## src/rtl/tow_key_pulser_if.sv

```systemverilog
// Player-button and move-pulse bundle between the board keys and the tug-of-war playfield.
interface tow_key_pulser_if;
  logic keyL;
  logic keyR;
  logic freeze;
  logic L;
  logic R;
  logic tie;

  modport master (output keyL, keyR, freeze, input L, R, tie);
  modport slave  (input keyL, keyR, freeze, output L, R, tie);
endinterface

```

## src/rtl/tow_key_pulser.sv

```systemverilog
// Synchronises and debounces two active-low player buttons and emits one move pulse per
// press; presses confirmed on the same clock become a single tie pulse.
module tow_key_pulser #(
  parameter int SYNC_STAGES     = 2,
  parameter int DEBOUNCE_CYCLES = 4
) (
  input  logic              Clock,
  input  logic              Reset,
  tow_key_pulser_if.slave   bus
);

  localparam int              CNT_W   = $clog2(DEBOUNCE_CYCLES + 1);
  localparam logic [CNT_W-1:0] CNT_MAX = CNT_W'(DEBOUNCE_CYCLES);
  localparam logic [CNT_W-1:0] CNT_ONE = CNT_W'(1);

  typedef enum logic [1:0] {IDLE, PRESS_CHK, HELD, REL_CHK} state_t;

  logic [1:0] w_key;
  logic [1:0] w_confirm;
  logic       r_l;
  logic       r_r;
  logic       r_tie;

  // Index 0 is the left player, index 1 the right player.
  assign w_key = {bus.keyR, bus.keyL};

  generate
    for (genvar gi = 0; gi < 2; gi++) begin : g_chan
      logic [SYNC_STAGES-1:0] r_sync;
      state_t                 r_state;
      logic [CNT_W-1:0]       r_cnt;
      logic                   r_confirm;
      logic                   w_s;

      assign w_s = r_sync[SYNC_STAGES-1];

      // Synchroniser resets to "pressed" so a key held through reset never fires.
      always_ff @(posedge Clock or negedge Reset) begin
        if (!Reset) begin
          r_sync <= '0;
        end else begin
          r_sync <= {r_sync[SYNC_STAGES-2:0], w_key[gi]};
        end
      end

      always_ff @(posedge Clock or negedge Reset) begin
        if (!Reset) begin
          r_state   <= HELD;
          r_cnt     <= '0;
          r_confirm <= 1'b0;
        end else begin
          r_confirm <= 1'b0;
          case (r_state)
            IDLE: begin
              if (!w_s) begin
                if (CNT_ONE == CNT_MAX) begin
                  r_state   <= HELD;
                  r_confirm <= 1'b1;
                end else begin
                  r_state <= PRESS_CHK;
                  r_cnt   <= CNT_ONE;
                end
              end
            end
            PRESS_CHK: begin
              if (w_s) begin
                r_state <= IDLE;
              end else begin
                r_cnt <= r_cnt + CNT_ONE;
                if (r_cnt + CNT_ONE == CNT_MAX) begin
                  r_state   <= HELD;
                  r_confirm <= 1'b1;
                end
              end
            end
            HELD: begin
              if (w_s) begin
                if (CNT_ONE == CNT_MAX) begin
                  r_state <= IDLE;
                end else begin
                  r_state <= REL_CHK;
                  r_cnt   <= CNT_ONE;
                end
              end
            end
            REL_CHK: begin
              if (!w_s) begin
                r_state <= HELD;
              end else begin
                r_cnt <= r_cnt + CNT_ONE;
                if (r_cnt + CNT_ONE == CNT_MAX) begin
                  r_state <= IDLE;
                end
              end
            end
            default: r_state <= HELD;
          endcase
        end
      end

      assign w_confirm[gi] = r_confirm;
    end
  endgenerate

  // A confirm arriving during freeze is dropped, not held for later.
  always_ff @(posedge Clock or negedge Reset) begin
    if (!Reset) begin
      r_l   <= 1'b0;
      r_r   <= 1'b0;
      r_tie <= 1'b0;
    end else if (bus.freeze) begin
      r_l   <= 1'b0;
      r_r   <= 1'b0;
      r_tie <= 1'b0;
    end else begin
      r_l   <= w_confirm[0] & ~w_confirm[1];
      r_r   <= w_confirm[1] & ~w_confirm[0];
      r_tie <= w_confirm[0] &  w_confirm[1];
    end
  end

  assign bus.L   = r_l;
  assign bus.R   = r_r;
  assign bus.tie = r_tie;

endmodule
```

## src/flat_wrapper.sv

```systemverilog
// flat-port wrapper written by rule: the top's interface ports become plain ports
module tow_key_pulser_flat 
#(
  parameter int SYNC_STAGES     = 2,
  parameter int DEBOUNCE_CYCLES = 4
)
  (Clock, Reset, bus_keyL, bus_keyR, bus_freeze, bus_L, bus_R, bus_tie);
  tow_key_pulser_if bus_i ();
  input  logic Clock;
  input  logic Reset;
  input wire logic [$bits(bus_i.keyL)-1:0] bus_keyL;
  input wire logic [$bits(bus_i.keyR)-1:0] bus_keyR;
  input wire logic [$bits(bus_i.freeze)-1:0] bus_freeze;
  output wire logic [$bits(bus_i.L)-1:0] bus_L;
  output wire logic [$bits(bus_i.R)-1:0] bus_R;
  output wire logic [$bits(bus_i.tie)-1:0] bus_tie;
  assign bus_i.keyL = bus_keyL;
  assign bus_i.keyR = bus_keyR;
  assign bus_i.freeze = bus_freeze;
  assign bus_L = bus_i.L;
  assign bus_R = bus_i.R;
  assign bus_tie = bus_i.tie;
  tow_key_pulser #(.SYNC_STAGES(SYNC_STAGES), .DEBOUNCE_CYCLES(DEBOUNCE_CYCLES)) u_core (.Clock(Clock), .Reset(Reset), .bus(bus_i));
endmodule
```

## config.mk

```make
export PLATFORM = sky130hd
export DESIGN_NAME = tow_key_pulser_flat
export DESIGN_NICKNAME = d
export VERILOG_FILES = /design/src/rtl/tow_key_pulser_if.sv /design/src/rtl/tow_key_pulser.sv /design/src/flat_wrapper.sv
export SDC_FILE = /design/constraint.sdc
export NUM_CORES = 1
export LEC_CHECK = 0
export CAP_MARGIN = 0
export CORE_MARGIN = 4
export CORE_UTILIZATION = 47
export DETAILED_ROUTE_END_ITERATION = 7
export PLACE_DENSITY_LB_ADDON = 0.1
export SLEW_MARGIN = 20
export SYNTH_ARGS = -nofsm -noshare
export SYNTH_HDL_FRONTEND = slang
export SYNTH_SLANG_ARGS = --single-unit
```

## constraint.sdc

```tcl
create_clock -name Clock -period 1.2 [get_ports Clock]
set_input_delay 0.18 -clock Clock [delete_from_list [all_inputs] [get_ports Clock]]
set_output_delay 0.18 -clock Clock [all_outputs]
set_load 0.03 [all_outputs]
```

==> qor.yml, run 1 <==
critical_path:
  r2r_start: "u_core.g_chan[1].r_cnt[1]$_DFFE_PN0P_"
  endpoint_kind: "flop"
  path_buf_inv: 0
  crit_arrival_ps: 1440
  crit_type: "flop to flop"
  rrSetupSlack_ps: -30
  crit_required_ps: 1420
  slowest_delay_ps: 410
  cp_top_family: "flip-flops"
  crit_chain: "ha_2 > xor2_1 > and3_1 > mux2i_1"
  reg2reg_depth: 4
  worstSetupPathDepth: 4
  setup.worst_path.start_class: "flop"
  worst-path-max-fanout: 3
  cp_slowest_cell: "dfrtp_1"
timing:
  timing.final.crit_period_ps: 1226
  setup_slack_ps: -26.35
  timing.fmax_ghz: 0.8154
  setup_viol: 3
  finalClockSkew_ps: 3.454
  final-max-slew-violation-count: 0
  slew_headroom_pct: 84.59
  worstMarginPinSlew_ps: 231.1
  rsz0062_at_grt: "yes"
  period_share_pct: 102.2
  hold_viol_final: 0
  timing.hold.ws_ps: 205.2
clock_tree:
  cts.sinks: 19
  cts_hold_buffers: 0
  worstSkewPairLatency_ps: 290
  path_clk_slew_ps: 100
  clockBufferDepth: 2
  cts_tree: "done"
  cts_buffers: 3
  root_buffer: "clkbuf_4"
  h-tree-depth: 1
cells_and_area:
  instances_no_fill: 95
  drive_above_1_share_pct: 36.71
  fin_util_pct: 63.56
  nFillCells: 119
  final_net_count: 89
  syn_to_final_growth_pct: 26.09
  n_antenna_cell: 0
  final_area_um2: 979.7
drt:
  routed_wl_um: 1085
  initialDrtViolationCount: 3
  drt_pass1_iterations: 3
  drc: 0
  avgViaCountPerCell: 4.842
  wl_per_cell_um: 11.42
  postRouteAntennaNets: 0
  via_count: 460
synthesis:
  synth_area_per_cell_um2: 13.40
  synth_cells: 58
  yosysSeqAreaShare_pct: 61.51
  yosysMostFrequentCell: "dfrtp_1"
  yosys_warnings: 0
  synth-edff-count: 0
  synth_fp_nets: 67
  synth.top_cell.area_share_pct: 54.75
  ys.flop_type: "dfrtp_1"
  synth-seq-cells: 19
  yosys.cell_types.count: 16
  synth_area_um2: 777.0
  synthTopCellsByCount: "dfrtp_1 (17), nand2_1 (6), o21ai_0 (6), ha_1 (4), nor3b_1 (4)"
  async_flop_share_pct: 100.0
  yosys-top-cells-area: "dfrtp_1 (55%), dfstp_2 (6.8%), ha_1 (6.4%)"
  yosysTopAreaCell: "dfrtp_1"
outcome:
  outcome: "finished with violations"
  failed_checks: "negative setup slack"
pwr:
  power_density_mw_per_mm2: 2094
  peakVddDrop_uv: 1162
  p_leak_nw: 0.4741
floorplanning:
  core_mm2: 0.001541
  initial_core_util_pct: 50.41
  io_pins: 8
  die_w_um: 48.66
  die_area_mm2: 0.002368
  die_h_um: 48.66
  rows: 14
global_route:
  grt_antenna_before_repair: 0
  grt_first_pass_wirelength_um: 1945
  grt_overflow_total: 0
  grt_pass1_vias: 461
  grt_start_max_net_pins: 20
  gr-usage-all-layers_pct: 10.50
flow_run:
  drv_cap: 0
placed_design:
  post-place-ws_ps: -26.07
  placed_area_um2: 932.1
  dp.cells: 89
  port_buffers: 7
  gp_congestion: 0.7144
hold_path:
  hold_path.class: "input pin to asynchronous set/reset pin"
==> report_power, final <==
group          internal, mW  leakage [nW]  switching, mW
logic                 0.447         0.224          0.300
clock network         0.129        0.0150          0.178
registers             0.833         0.235          0.165
total                  1.41         0.474          0.643
==> cells in the final DEF (no fill, tap or decap), drive strengths merged <==
cell type / instances
dfrtp: 17
buf: 10
clkbuf: 7
nand2: 6
o21ai: 6
clkdlybuf4s50: 4
nor3b: 4
xor2: 4
ha: 4
inv: 2
mux2i: 2
nand3b: 2
and2b: 2
mux2: 2
dfstp: 2
and3: 2
nor2: 2
and3b: 1
==> cell type report <==
| type | count | area, um2 | area share, % |
|---|---|---|---|
| timing repair buffer | 17 | 130.1 | 13.28 |
| tap | 16 | 20.02 | 2.043 |
| inverter | 2 | 7.507 | 0.7663 |
| multi-input combinational | 37 | 317.8 | 32.44 |
| sequential | 19 | 478.0 | 48.79 |
| clock buffer | 4 | 26.28 | 2.682 |
==> worst max-delay path by stage <==
stage                                                      from                                    end  slack (ps)
after floorplan                                            flop  u_core.g_chan[0].r_cnt[0]$_DFFE_PN0P_           2
after global placement    u_core.g_chan[0].r_cnt[0]$_DFFE_PN0P_   u_core.g_chan[0].r_confirm$_DFF_PN0_         -50
after detailed placement  u_core.g_chan[0].r_cnt[0]$_DFFE_PN0P_                                   flop         -30
after CTS                 u_core.g_chan[1].r_cnt[1]$_DFFE_PN0P_                                   flop         -30
after global routing      u_core.g_chan[0].r_cnt[1]$_DFFE_PN0P_                                   flop        -100
final                     u_core.g_chan[1].r_cnt[1]$_DFFE_PN0P_                                   flop         -30
==> worst reg2reg max path, stage by stage (launching register included) <==
cell	delay (ps)
dfrtp_1	410
ha_2	200
xor2_1	120
and3_1	210
mux2i_1	210
==> cells by family (layout without fill, tap and decap cells) <==
| group | Yosys count | in the layout | share of synthesized area (%) |
|---|---|---|---|
| AOI/OAI and AO/OA | 6 | 6 | 3.865 |
| xor gates and xnor gates | 4 | 4 | 6.441 |
| adders and majority gates | 4 | 4 | 6.441 |
| buffers and inverters | 2 | 23 | 0.9665 |
| DFF | 19 | 19 | 61.51 |
| muxes | 4 | 4 | 6.441 |
| and+or+nand+nor | 19 | 19 | 14.33 |
==> metrics by stage <==
| stage | power (mW) | TNS [ps] |
|---|---|---|
| 3_5_place_dp | 1.696 | -49.13 |
| 2_1_floorplan | 1.399 | 0 |
| 5_1_grt | 2.220 | -332.9 |
| 4_1_cts | 2.042 | -61.25 |
| 3_3_place_gp | 1.665 | -89.35 |
| 6_report | 2.051 | -36.44 |
==> timing repair <==
action	CTS	global route
gates resized for setup	9	8
buffers inserted	1	1
hold endpoints to repair	0	0
endpoints found under the setup margin	7	10
pin swaps	5	3
==> per-layer routing <==
| metal | global-route usage [%] | vias to the layer above | routed length [um] |
|---|---|---|---|
| met5 | 0 | - | 0 |
| met4 | 5.381 | 0 | 0 |
| met3 | 3.067 | 0 | 56 |
| met2 | 14.78 | 10 | 468 |
| met1 | 14.54 | 217 | 560 |
| li1 | - | 233 | - |
No activity file was read; power rests on OpenSTA's default activity.
==> inputs of run 2 (changes only) <==
==> constraint.sdc (replaced) <==
create_clock -name Clock -period 1.2 [get_ports Clock]
set_input_delay 0.18 -clock Clock [delete_from_list [all_inputs] [get_ports Clock]]
set_output_delay 0.18 -clock Clock [all_outputs]
set_load 0.01 [all_outputs]
==> run 2 against run 1 <==
Compared with the run above: the run still ends with negative setup slack left; final area up 1.1%; non-clock buffer count stayed put; flip-flop and latch count unchanged; total power barely moved; wire length shrank 0.55%; first-iteration DRC count stayed put; final cell count did not move; core utilization grew 0.73 points; via count unchanged; die area unchanged; hold slack hardly changed; combinational power hardly changed; largest power group unchanged.
==> qor.yml, run 2 (same netlist as run 1, synthesis figures left out) <==
timing:
  period_share_pct: 102.2  # about the same
  finalClockSkew_ps: 3.416  # was 3.454 ps
  slew_headroom_pct: 84.59  # unchanged
  timing.fmax_ghz: 0.8152  # was 0.8154 GHz
  final-max-slew-violation-count: 0  # unchanged
  rsz0062_at_grt: "yes"  # unchanged
  setup_slack_ps: -26.76  # was -26.35 ps
  timing.final.crit_period_ps: 1227  # was 1226 ps
  worstMarginPinSlew_ps: 231.1  # unchanged
  hold_viol_final: 0  # unchanged
  setup_viol: 3  # unchanged
critical_path:
  crit_arrival_ps: 1440  # about the same
  crit_required_ps: 1420  # about the same
  cp_top_family: "flip-flops"  # unchanged
  crit_type: "flop to flop"  # unchanged
  setup.worst_path.start_class: "flop"  # unchanged
  slowest_delay_ps: 410  # about the same
  worst-path-max-fanout: 3  # unchanged
  endpoint_kind: "flop"  # unchanged
  crit_chain: "ha_2 > xor2_1 > and3_1 > mux2i_1"  # unchanged
  cp_slowest_cell: "dfrtp_1"  # unchanged
  path_buf_inv: 0  # unchanged
  worstSetupPathDepth: 4  # unchanged
  reg2reg_depth: 4  # unchanged
drt:
  avgViaCountPerCell: 4.842  # unchanged
  postRouteAntennaNets: 0  # unchanged
  wl_per_cell_um: 11.36  # was 11.42 um
  drc: 0  # unchanged
  met3RoutedLength_um: 65  # was 56 um
  initialDrtViolationCount: 3  # unchanged
  via_count: 460  # unchanged
  routed_wl_um: 1079  # was 1085 um
  top_layer_used: "met3"  # unchanged
  drt_pass1_iterations: 4  # was 3
  wl_met1_um: 545  # was 560 um
  wl_met2_um: 468  # unchanged
cells_and_area:
  instances_no_fill: 95  # unchanged
  final_net_count: 89  # unchanged
  layout_common_cells: "dfrtp_1 (17), buf_4 (10), nand2_1 (6)"  # unchanged
  fin_util_pct: 64.29  # was 63.56%
  n_antenna_cell: 0  # unchanged
  drive_above_1_share_pct: 32.91  # was 36.71%
  final_common_cell: "dfrtp_1"  # unchanged
  syn_to_final_growth_pct: 27.54  # was 26.09%
clock_tree:
  cts_hold_buffers: 0  # unchanged
  cts_buffers: 3  # unchanged
  path_clk_slew_ps: 100  # about the same
  h-tree-depth: 1  # unchanged
  root_buffer: "clkbuf_4"  # unchanged
  worstSkewPairLatency_ps: 290  # about the same
  cts.sinks: 19  # unchanged
  cts_tree: "done"  # unchanged
  clockBufferDepth: 2  # unchanged
floorplanning:
  die_w_um: 48.66  # unchanged
  core_mm2: 0.001541  # unchanged
  io_pins: 8  # unchanged
  rows: 14  # unchanged
  die_h_um: 48.66  # unchanged
  die_area_mm2: 0.002368  # unchanged
  initial_core_util_pct: 50.41  # unchanged
global_route:
  grt_overflow_total: 0  # unchanged
  grt_antenna_before_repair: 0  # unchanged
  grt_first_pass_wirelength_um: 1945  # unchanged
  grt_pass1_vias: 461  # unchanged
  gr-usage-all-layers_pct: 10.50  # unchanged
  grt_start_max_net_pins: 20  # unchanged
outcome:
  outcome: "finished with violations"  # unchanged
  failed_checks: "negative setup slack"  # unchanged
pwr:
  peakVddDrop_uv: 1162  # about the same
  power_density_mw_per_mm2: 2068  # was 2094 mW/mm2
  p_leak_nw: 0.4849  # was 0.4741 nW
flow_run:
  drv_cap: 0  # unchanged
hold_path:
  hold_path.class: "input pin to asynchronous set/reset pin"  # unchanged
placed_design:
  port_buffers: 7  # unchanged
  gp_congestion: 0.7144  # unchanged
  dp.cells: 89  # unchanged
## run 2: through the flow
stage | hold slack [ps] | setup TNS (ps) | power, mW | area [um2] | setup WS [ps]
after floorplan | -115.6 | 0 | 1.397 | 782.0 | 2.324
after global routing | 234.1 | -332.9 | 2.218 | 991.0 | -99.96
after global placement | 334.3 | -89.35 | 1.662 | 932.1 | -50.09
final | 205.2 | -36.84 | 2.049 | 991.0 | -26.76
after detailed placement | 343.4 | -49.13 | 1.693 | 932.1 | -26.07
after CTS | 202.6 | -61.25 | 2.039 | 977.2 | -34.74
## run 2: final timing paths
check	start	end	slack, ps
min in group Clock	bus_keyR	u_core.g_chan[1].r_sync[0]$_DFF_PN0_	320
max in group asynchronous	Reset	asynchronous set/reset pin	740
min	Reset	u_core.g_chan[1].r_state[0]$_DFFE_PN0P_	210
max reg2reg	u_core.g_chan[1].r_cnt[1]$_DFFE_PN0P_	flop	-30
min reg2reg	u_core.g_chan[1].r_sync[0]$_DFF_PN0_	u_core.g_chan[1].r_sync[1]$_DFF_PN0_	360
max	u_core.g_chan[1].r_cnt[1]$_DFFE_PN0P_	flop	-30
## run 2: layer usage
metal	vias up	track usage, %
li1	233	-
met1	217	14.54
met2	10	14.78
met3	0	3.067
met4	0	5.381
met5	-	0
## run 2: repair_timing
item,4_1_cts,5_1_grt
gates cloned,0,0
endpoints found under the setup margin,7,7
endpoints found under the hold margin,0,0
buffers inserted,1,1
pin swaps,5,3
gates resized for setup,6,5
## run 2: power breakdown
group	leakage, nW	internal [mW]	switching (mW)
registers	0.235	0.832	0.165
logic	0.235	0.447	0.297
clock network	0.0150	0.129	0.178
total	0.485	1.41	0.640
## run 2: area by class of cell
class | count | area [um2]
Sequential cell | 19 | 478.0
Tap cell | 16 | 20.02
Timing Repair Buffer | 17 | 141.4
Multi-Input combinational cell | 37 | 317.8
Clock buffer | 4 | 26.28
Fill cell | 118 | 550.5
Inverter | 2 | 7.507
